### config.mk
export PLATFORM = sky130hd
export DESIGN_NAME = sample_generator
export DESIGN_NICKNAME = d
export VERILOG_FILES = /design/src/rtl/sampler_pkg.sv /design/src/rtl/sample_fifo.sv /design/src/rtl/sample_generator.sv
export SDC_FILE = /design/constraint.sdc
export NUM_CORES = 1
export LEC_CHECK = 0
export ABC_AREA = 1
export CORE_MARGIN = 2
export CORE_UTILIZATION = 55
export CTS_CLUSTER_DIAMETER = 80
export DETAILED_ROUTE_END_ITERATION = 8
export PLACE_DENSITY = 0.79
export SYNTH_ARGS = -nofsm -noshare
export SYNTH_HDL_FRONTEND = slang
export SYNTH_SLANG_ARGS = --single-unit
### constraint.sdc
create_clock -name clk -period 15.5 [get_ports clk]
set_input_delay 4.65 -clock clk [delete_from_list [all_inputs] [get_ports clk]]
set_output_delay 4.65 -clock clk [all_outputs]
set_load 0.03 [all_outputs]
### src/rtl/sampler_pkg.sv
// Shared types and constants for the constrained-random sample generator.
package sampler_pkg;

  localparam int LFSR_W = 32;
  localparam logic [LFSR_W-1:0] LFSR_POLY = 32'h8020_0003;

  typedef enum logic [2:0] {
    ST_IDLE  = 3'd0,
    ST_GEN   = 3'd1,
    ST_CHECK = 3'd2,
    ST_PUSH  = 3'd3,
    ST_DONE  = 3'd4,
    ST_FAIL  = 3'd5
  } state_e;

  // Galois right-shift LFSR step; feedback taps folded in when the LSB falls out.
  function automatic logic [LFSR_W-1:0] lfsr_step(input logic [LFSR_W-1:0] s);
    logic [LFSR_W-1:0] fb;
    if (s[0]) begin
      fb = LFSR_POLY;
    end else begin
      fb = '0;
    end
    return (s >> 1) ^ fb;
  endfunction

  // An all-zero state would lock the LFSR, so it is replaced by 1.
  function automatic logic [LFSR_W-1:0] lfsr_sanitize(input logic [LFSR_W-1:0] s);
    if (s == '0) begin
      return {{(LFSR_W-1){1'b0}}, 1'b1};
    end else begin
      return s;
    end
  endfunction

endpackage

### src/rtl/sample_fifo.sv
// First-word-fall-through buffer for accepted samples. A pop in the same
// cycle as a push while full does not make room for that push.
module sample_fifo #(
  parameter int WIDTH = 32,
  parameter int DEPTH = 4
) (
  input  logic             clk,
  input  logic             rst,
  input  logic             push,
  input  logic [WIDTH-1:0] din,
  output logic             full,
  input  logic             pop,
  output logic             empty,
  output logic [WIDTH-1:0] dout
);

  localparam int AW = (DEPTH > 1) ? $clog2(DEPTH) : 1;
  localparam int CW = AW + 1;

  logic [WIDTH-1:0] mem_q [DEPTH];
  logic [WIDTH-1:0] mem_d [DEPTH];
  logic [AW-1:0]    wr_ptr_q, wr_ptr_d;
  logic [AW-1:0]    rd_ptr_q, rd_ptr_d;
  logic [CW-1:0]    count_q, count_d;
  logic             do_push_s;
  logic             do_pop_s;

  assign full  = (count_q == CW'(DEPTH));
  assign empty = (count_q == CW'(0));
  assign dout  = mem_q[rd_ptr_q];

  // Next-state for storage, pointers and occupancy.
  always_comb begin
    mem_d     = mem_q;
    wr_ptr_d  = wr_ptr_q;
    rd_ptr_d  = rd_ptr_q;
    count_d   = count_q;
    do_push_s = push && !full;
    do_pop_s  = pop && !empty;
    if (do_push_s) begin
      mem_d[wr_ptr_q] = din;
      wr_ptr_d        = wr_ptr_q + AW'(1);
    end else begin
      wr_ptr_d = wr_ptr_q;
    end
    if (do_pop_s) begin
      rd_ptr_d = rd_ptr_q + AW'(1);
    end else begin
      rd_ptr_d = rd_ptr_q;
    end
    if (do_push_s && !do_pop_s) begin
      count_d = count_q + CW'(1);
    end else if (!do_push_s && do_pop_s) begin
      count_d = count_q - CW'(1);
    end else begin
      count_d = count_q;
    end
  end

  // Register FIFO state; reset empties the buffer.
  always_ff @(posedge clk or posedge rst) begin
    if (rst) begin
      for (int i = 0; i < DEPTH; i++) begin
        mem_q[i] <= '0;
      end
      wr_ptr_q <= '0;
      rd_ptr_q <= '0;
      count_q  <= '0;
    end else begin
      mem_q    <= mem_d;
      wr_ptr_q <= wr_ptr_d;
      rd_ptr_q <= rd_ptr_d;
      count_q  <= count_d;
    end
  end

endmodule

### src/rtl/sample_generator.sv
// Generates LFSR candidates, has an external checker accept or reject them,
// and buffers accepted candidates until the requested count is reached.
module sample_generator
  import sampler_pkg::*;
#(
  parameter int          VEC_W      = 32,
  parameter int          FIFO_DEPTH = 4,
  parameter int          MAX_TRIES  = 1024,
  parameter logic [31:0] SEED       = 32'h1
) (
  input  logic             clk,
  input  logic             rst,
  input  logic             start,
  input  logic [15:0]      num_samples,
  input  logic             seed_load,
  input  logic [31:0]      seed,
  output logic [VEC_W-1:0] cand_vec,
  output logic             cand_valid,
  input  logic             chk_x,
  output logic [VEC_W-1:0] smp_data,
  output logic             smp_valid,
  input  logic             smp_ready,
  output logic             busy,
  output logic             done,
  output logic             fail,
  output logic [31:0]      tries
);

  localparam int NW  = (VEC_W + LFSR_W - 1) / LFSR_W;
  localparam int BW  = NW * LFSR_W;
  localparam int WCW = (NW > 1) ? $clog2(NW) : 1;
  localparam logic [31:0] MAX_TRIES_C = 32'(MAX_TRIES);
  localparam logic [31:0] SEED_INIT   = (SEED == 32'h0) ? 32'h1 : SEED;

  state_e          state_q, state_d;
  logic [31:0]     lfsr_q, lfsr_d;
  logic [BW-1:0]   gbuf_q, gbuf_d;
  logic [WCW-1:0]  wcnt_q, wcnt_d;
  logic [31:0]     tries_q, tries_d;
  logic [15:0]     acc_q, acc_d;
  logic [15:0]     num_q, num_d;
  logic            cand_valid_q, cand_valid_d;
  logic            busy_q, busy_d;
  logic            done_q, done_d;
  logic            fail_q, fail_d;
  logic [31:0]     lfsr_next_s;
  logic            push_s;
  logic            fifo_full_s;
  logic            fifo_empty_s;

  assign cand_vec   = gbuf_q[VEC_W-1:0];
  assign cand_valid = cand_valid_q;
  assign busy       = busy_q;
  assign done       = done_q;
  assign fail       = fail_q;
  assign tries      = tries_q;
  assign smp_valid  = !fifo_empty_s;

  // Next-state logic for the run sequencer and its datapath.
  always_comb begin
    state_d     = state_q;
    lfsr_d      = lfsr_q;
    gbuf_d      = gbuf_q;
    wcnt_d      = wcnt_q;
    tries_d     = tries_q;
    acc_d       = acc_q;
    num_d       = num_q;
    push_s      = 1'b0;
    lfsr_next_s = lfsr_step(lfsr_q);
    case (state_q)
      ST_IDLE, ST_DONE, ST_FAIL: begin
        // Seed lands before a same-cycle start so the run uses it.
        if (seed_load) begin
          lfsr_d = lfsr_sanitize(seed);
        end else begin
          lfsr_d = lfsr_q;
        end
        if (start) begin
          num_d = num_samples;
          if (num_samples == 16'd0) begin
            state_d = ST_DONE;
          end else begin
            tries_d = 32'd0;
            acc_d   = 16'd0;
            wcnt_d  = '0;
            state_d = ST_GEN;
          end
        end else begin
          state_d = state_q;
        end
      end
      ST_GEN: begin
        // Newest LFSR word enters at the top; earlier words slide toward the LSBs.
        lfsr_d                  = lfsr_next_s;
        gbuf_d                  = gbuf_q >> LFSR_W;
        gbuf_d[BW-1 -: LFSR_W]  = lfsr_next_s;
        if (wcnt_q == WCW'(NW - 1)) begin
          wcnt_d  = '0;
          state_d = ST_CHECK;
        end else begin
          wcnt_d  = wcnt_q + WCW'(1);
          state_d = ST_GEN;
        end
      end
      ST_CHECK: begin
        if (tries_q == 32'hFFFF_FFFF) begin
          tries_d = tries_q;
        end else begin
          tries_d = tries_q + 32'd1;
        end
        if (chk_x) begin
          state_d = ST_PUSH;
        end else if (tries_d >= MAX_TRIES_C) begin
          state_d = ST_FAIL;
        end else begin
          state_d = ST_GEN;
        end
      end
      ST_PUSH: begin
        if (!fifo_full_s) begin
          push_s = 1'b1;
          acc_d  = acc_q + 16'd1;
          if ((acc_q + 16'd1) == num_q) begin
            state_d = ST_DONE;
          end else if (tries_q >= MAX_TRIES_C) begin
            state_d = ST_FAIL;
          end else begin
            state_d = ST_GEN;
          end
        end else begin
          state_d = ST_PUSH;
        end
      end
      default: begin
        state_d = ST_IDLE;
      end
    endcase
    cand_valid_d = (state_d == ST_CHECK);
    busy_d       = (state_d == ST_GEN) || (state_d == ST_CHECK) || (state_d == ST_PUSH);
    done_d       = (state_d == ST_DONE);
    fail_d       = (state_d == ST_FAIL);
  end

  // Sequencer state and registered status outputs.
  always_ff @(posedge clk or posedge rst) begin
    if (rst) begin
      state_q      <= ST_IDLE;
      lfsr_q       <= SEED_INIT;
      gbuf_q       <= '0;
      wcnt_q       <= '0;
      tries_q      <= 32'd0;
      acc_q        <= 16'd0;
      num_q        <= 16'd0;
      cand_valid_q <= 1'b0;
      busy_q       <= 1'b0;
      done_q       <= 1'b0;
      fail_q       <= 1'b0;
    end else begin
      state_q      <= state_d;
      lfsr_q       <= lfsr_d;
      gbuf_q       <= gbuf_d;
      wcnt_q       <= wcnt_d;
      tries_q      <= tries_d;
      acc_q        <= acc_d;
      num_q        <= num_d;
      cand_valid_q <= cand_valid_d;
      busy_q       <= busy_d;
      done_q       <= done_d;
      fail_q       <= fail_d;
    end
  end

  sample_fifo #(
    .WIDTH (VEC_W),
    .DEPTH (FIFO_DEPTH)
  ) u_fifo (
    .clk   (clk),
    .rst   (rst),
    .push  (push_s),
    .din   (gbuf_q[VEC_W-1:0]),
    .full  (fifo_full_s),
    .pop   (smp_ready),
    .empty (fifo_empty_s),
    .dout  (smp_data)
  );

endmodule
==> parameters.txt <==
Parameter                              Value

Yosys
  Synthesized area divided by synthesized cell count    7.96 um2
  Number of distinct library cells after synthesis    43
  Post-synthesis cell type with the largest combined area    sky130_fd_sc_hd__dfrtp_1
  EDFF count, synth    0
  Share of the synthesized area in the top cell type    51.2%
  Synthesis warning total    0
  Sequential share of the synthesized area    51.4%
  Summed instance area of the synthesized netlist    ~13000 um2
  Top flip-flop cell by instance count after synthesis    sky130_fd_sc_hd__dfrtp_1
  Fraction of synthesis flops using an asynchronous set or reset pin    100%
  Largest cells by area after synthesis    sky130_fd_sc_hd__dfrtp_1 (51%), sky130_fd_sc_hd__nand2_1 (11%), sky130_fd_sc_hd__o21ai_0 (9.5%)
  Cell count after synthesis    about 1700
  Total nets after synthesis    between 1500 and 2000
  Synthesis-stage register bit count    270

Global routing
  Via count of the first global-routing pass    11200
  Initial antenna violation count    2
  Leftover overflow at the end of global routing    0
  GRT Resource Usage Total    27.5%
  First-pass GRT wire length    55.4 mm
  Pin count of the biggest net entering global routing    158

Die
  Die height    159 um
  Die area    25200 um2
  Die extent in x    159 um
  Total core area    23500 um2
  Row Count    56
  Number of ports placed on the die boundary    155
  Initial core utilization    a little under three fifths

Clock network
  H-tree level count    1
  Worst skew pair latency    530 ps
  CTS buffer count    27
  Clock transition at the registers of the reported paths    about 60 ps
  Post-CTS resize count    0
  CTS Hold Buffers Added    0
  Max Buffers Root-to-Sink    3
  # clock sinks    270
  Root buffer selected by CTS    sky130_fd_sc_hd__clkbuf_16
  TritonCTS clock tree    yes
  Buffers inserted by post-CTS timing repair    0

Detailed routing
  Final wirelength    33.8 mm
  DR DRC count    0
  Remaining number of nets flagged by the antenna check after routing    0
  Wire per inst    16.0 um
  Number of detailed-routing iterations run before antenna repair    5
  Number of DRC violations after detailed-routing iteration 0    978
  Via count    11700
  Average vias per placed instance    5.55

STA
  Max-slew headroom    21.8%
  Slew Limit Fails    0
  Setup Viol. Count Final    0
  Actual transition at the worst max-transition pin    1170 ps
  Unrepaired setup endpoints after global routing    no
  Final Cycle Share    a little over half
  Minimum period implied by the final worst setup slack    between 8000 and 9000 ps
  Final clock skew    roughly 11 ps
  Final sum of negative setup slack    0 ps
  Maximum clock rate    around 120 MHz
  Final Hold Vio Count    0
  Hold slack final    478 ps

Layout
  Fraction of final layout cells with drive strength greater than 1    4.80%
  Area growth from synthesis to final layout    20.0%
  Fillcell total    between 1500 and 2000
  Number of nets in the finished design    1834
  Most frequent standard cell in the layout excluding fill and tap cells    sky130_fd_sc_hd__nand2_1
  Leading cell types in the layout, fill and taps excluded    sky130_fd_sc_hd__nand2_1 (399), sky130_fd_sc_hd__dfrtp_1 (268), sky130_fd_sc_hd__o21ai_0 (251)
  Fin util    about two thirds

Worst setup path
  Worst-path cell with the longest stage delay    sky130_fd_sc_hd__inv_1
  WP data arrival    3540 ps
  CP Class    reg2out
  Cell breakdown of the critical path    inv_1, o21ai_0, o22ai_1, clkdlybuf4s50_1
  Critical-path maximum fanout    34
  Worst Path Required    10850 ps
  Dominant delay contributor by cell family on the critical path    buffers and inverters
  Register-to-register setup slack    between 10000 and 15000 ps
  Sum of buffers and inverters on the critical path    2
  Timing startpoint of the critical path    u_fifo.rd_ptr_q[1]
  Delay of the slowest cell on the worst path    970 ps
  Nature of the critical path startpoint    flop
  Worst Setup End Kind    output port
  Worst flop-to-flop path startpoint    state_q[2]

Pwr
  Leakage    7.26 nW
  Internal power consumption    1.88 mW
  Max VDD drop    102 uV
  Switching share of total power    42.3%
  Sequential fraction of design power    34.9%
  Clock share of power    20.2%
  Total net switching power    ~1.4 mW
  Total power    3.26 mW
  Combinational power share    44.9%
  Cell Pwr Density    206 nW/um2

Run status
  Run status    complete, no violations

Place
  Routability congestion estimate    about 0.88
  Count of buffers from port buffering    154
  Detailed-placement wirelength estimate    22.8 mm

Min path
  Kind of path behind the tightest hold check    reg2reg
  Beginning of the worst hold path    u_fifo.mem_q[75]

Flow run
  Max-cap violations    0
==> worst min-delay path: stages, from the launching register on <==
cell and delay, ps:
sky130_fd_sc_hd__dfrtp_1 340, sky130_fd_sc_hd__nand2_1 50, sky130_fd_sc_hd__o21ai_0 50
==> logic make-up after synthesis <==
| group | Yosys count | share of synthesized area [%] |
|---|---|---|
| adders and majority gates | 9 | 0.913 |
| DFF | 270 | 51.4 |
| xor gates and xnor gates | 18 | 1.30 |
| and+or+nand+nor | 748 | 23.8 |
| buffers and inverters | 235 | 6.80 |
| AOI/OAI and AO/OA | 373 | 15.9 |
==> final cells by class <==
class / count / area, um2 / share of cell area, %
timing repair buffer: 161 / 1590 / 10.1
clock inverter: 11 / 140 / 0.887
antenna: 2 / 5.00 / 0.0317
multi-input combinational: 1148 / 5530 / 35.0
tap: 319 / 399 / 2.53
inverter: 163 / 619 / 3.92
clock buffer: 39 / 751 / 4.75
sequential: 270 / 6760 / 42.8
==> registers in the layout (all words and copies together) (netlist names) <==
signal,cells
tries,32
cand_vec,32
u_fifo.count_q,3
u_fifo.wr_ptr_q,2
busy,1
state_q,3
lfsr_q,32
acc_q,16
u_fifo.mem_q,128
done,1
u_fifo.rd_ptr_q,2
cand_valid,1
fail,1
num_q,16
==> synth_stat cells, types with 6 or more instances <==
cell	number
sky130_fd_sc_hd__inv_1	158
sky130_fd_sc_hd__nor4_1	14
sky130_fd_sc_hd__nand2_1	402
sky130_fd_sc_hd__o22ai_1	44
sky130_fd_sc_hd__o21bai_1	27
sky130_fd_sc_hd__nand3b_1	8
sky130_fd_sc_hd__a21oi_1	11
sky130_fd_sc_hd__nand4_1	15
sky130_fd_sc_hd__o21ai_0	251
sky130_fd_sc_hd__dfrtp_1	269
sky130_fd_sc_hd__nor2_1	213
sky130_fd_sc_hd__a22oi_1	25
sky130_fd_sc_hd__xor2_1	12
sky130_fd_sc_hd__nor2_2	11
sky130_fd_sc_hd__nand3_1	63
sky130_fd_sc_hd__nor3_1	6
sky130_fd_sc_hd__ha_1	8
sky130_fd_sc_hd__clkbuf_1	68
==> routing by layer <==
layer / vias to the layer above / wire length [um] / share of wire [%] / GRT usage, %
li1: 5644 / - / - / -
met1: 5588 / 14900 / 44 / 38.9
met2: 429 / 15800 / 47 / 44.7
met3: 67 / 2130 / 6.3 / 3.46
met4: 0 / 952 / 2.8 / 8.79
met5: - / 0 / 0 / 0
==> power groups by stage <==
stage | sequential (mW) | clock [mW] | combinational [mW]
global route | 1.17 | 0.695 | 1.62
global placement | 1.14 | 0 | 1.43
floorplan | 1.18 | 0 | 0.902
detailed placement | 1.14 | 0 | 1.46
finish | 1.14 | 0.657 | 1.46
CTS | 1.13 | 0.664 | 1.47
==> final timing paths <==
check / end / cells past startpoint
min in group asynchronous: u_fifo.mem_q[27] / 2
worst max register to register: u_fifo.mem_q[1] / 7
worst min-delay path: u_fifo.mem_q[75] / 2
max in group asynchronous: tries[21] / 3
worst min register to register: u_fifo.mem_q[75] / 2
worst max-delay path: smp_data[0] / 4
==> metrics by stage <==
| stage | cell area, um2 | cells | worst slack [ps] |
|---|---|---|---|
| final | 15800 | 2113 | 7310 |
| after global routing | 15800 | 2111 | 7120 |
| after CTS | 15800 | 2111 | 7270 |
| after detailed placement | 14900 | 2061 | 7890 |
| after global placement | 14900 | 2061 | 7960 |
| after floorplan | 13200 | 1653 | 3410 |
Power figures use the tool's default switching activity.
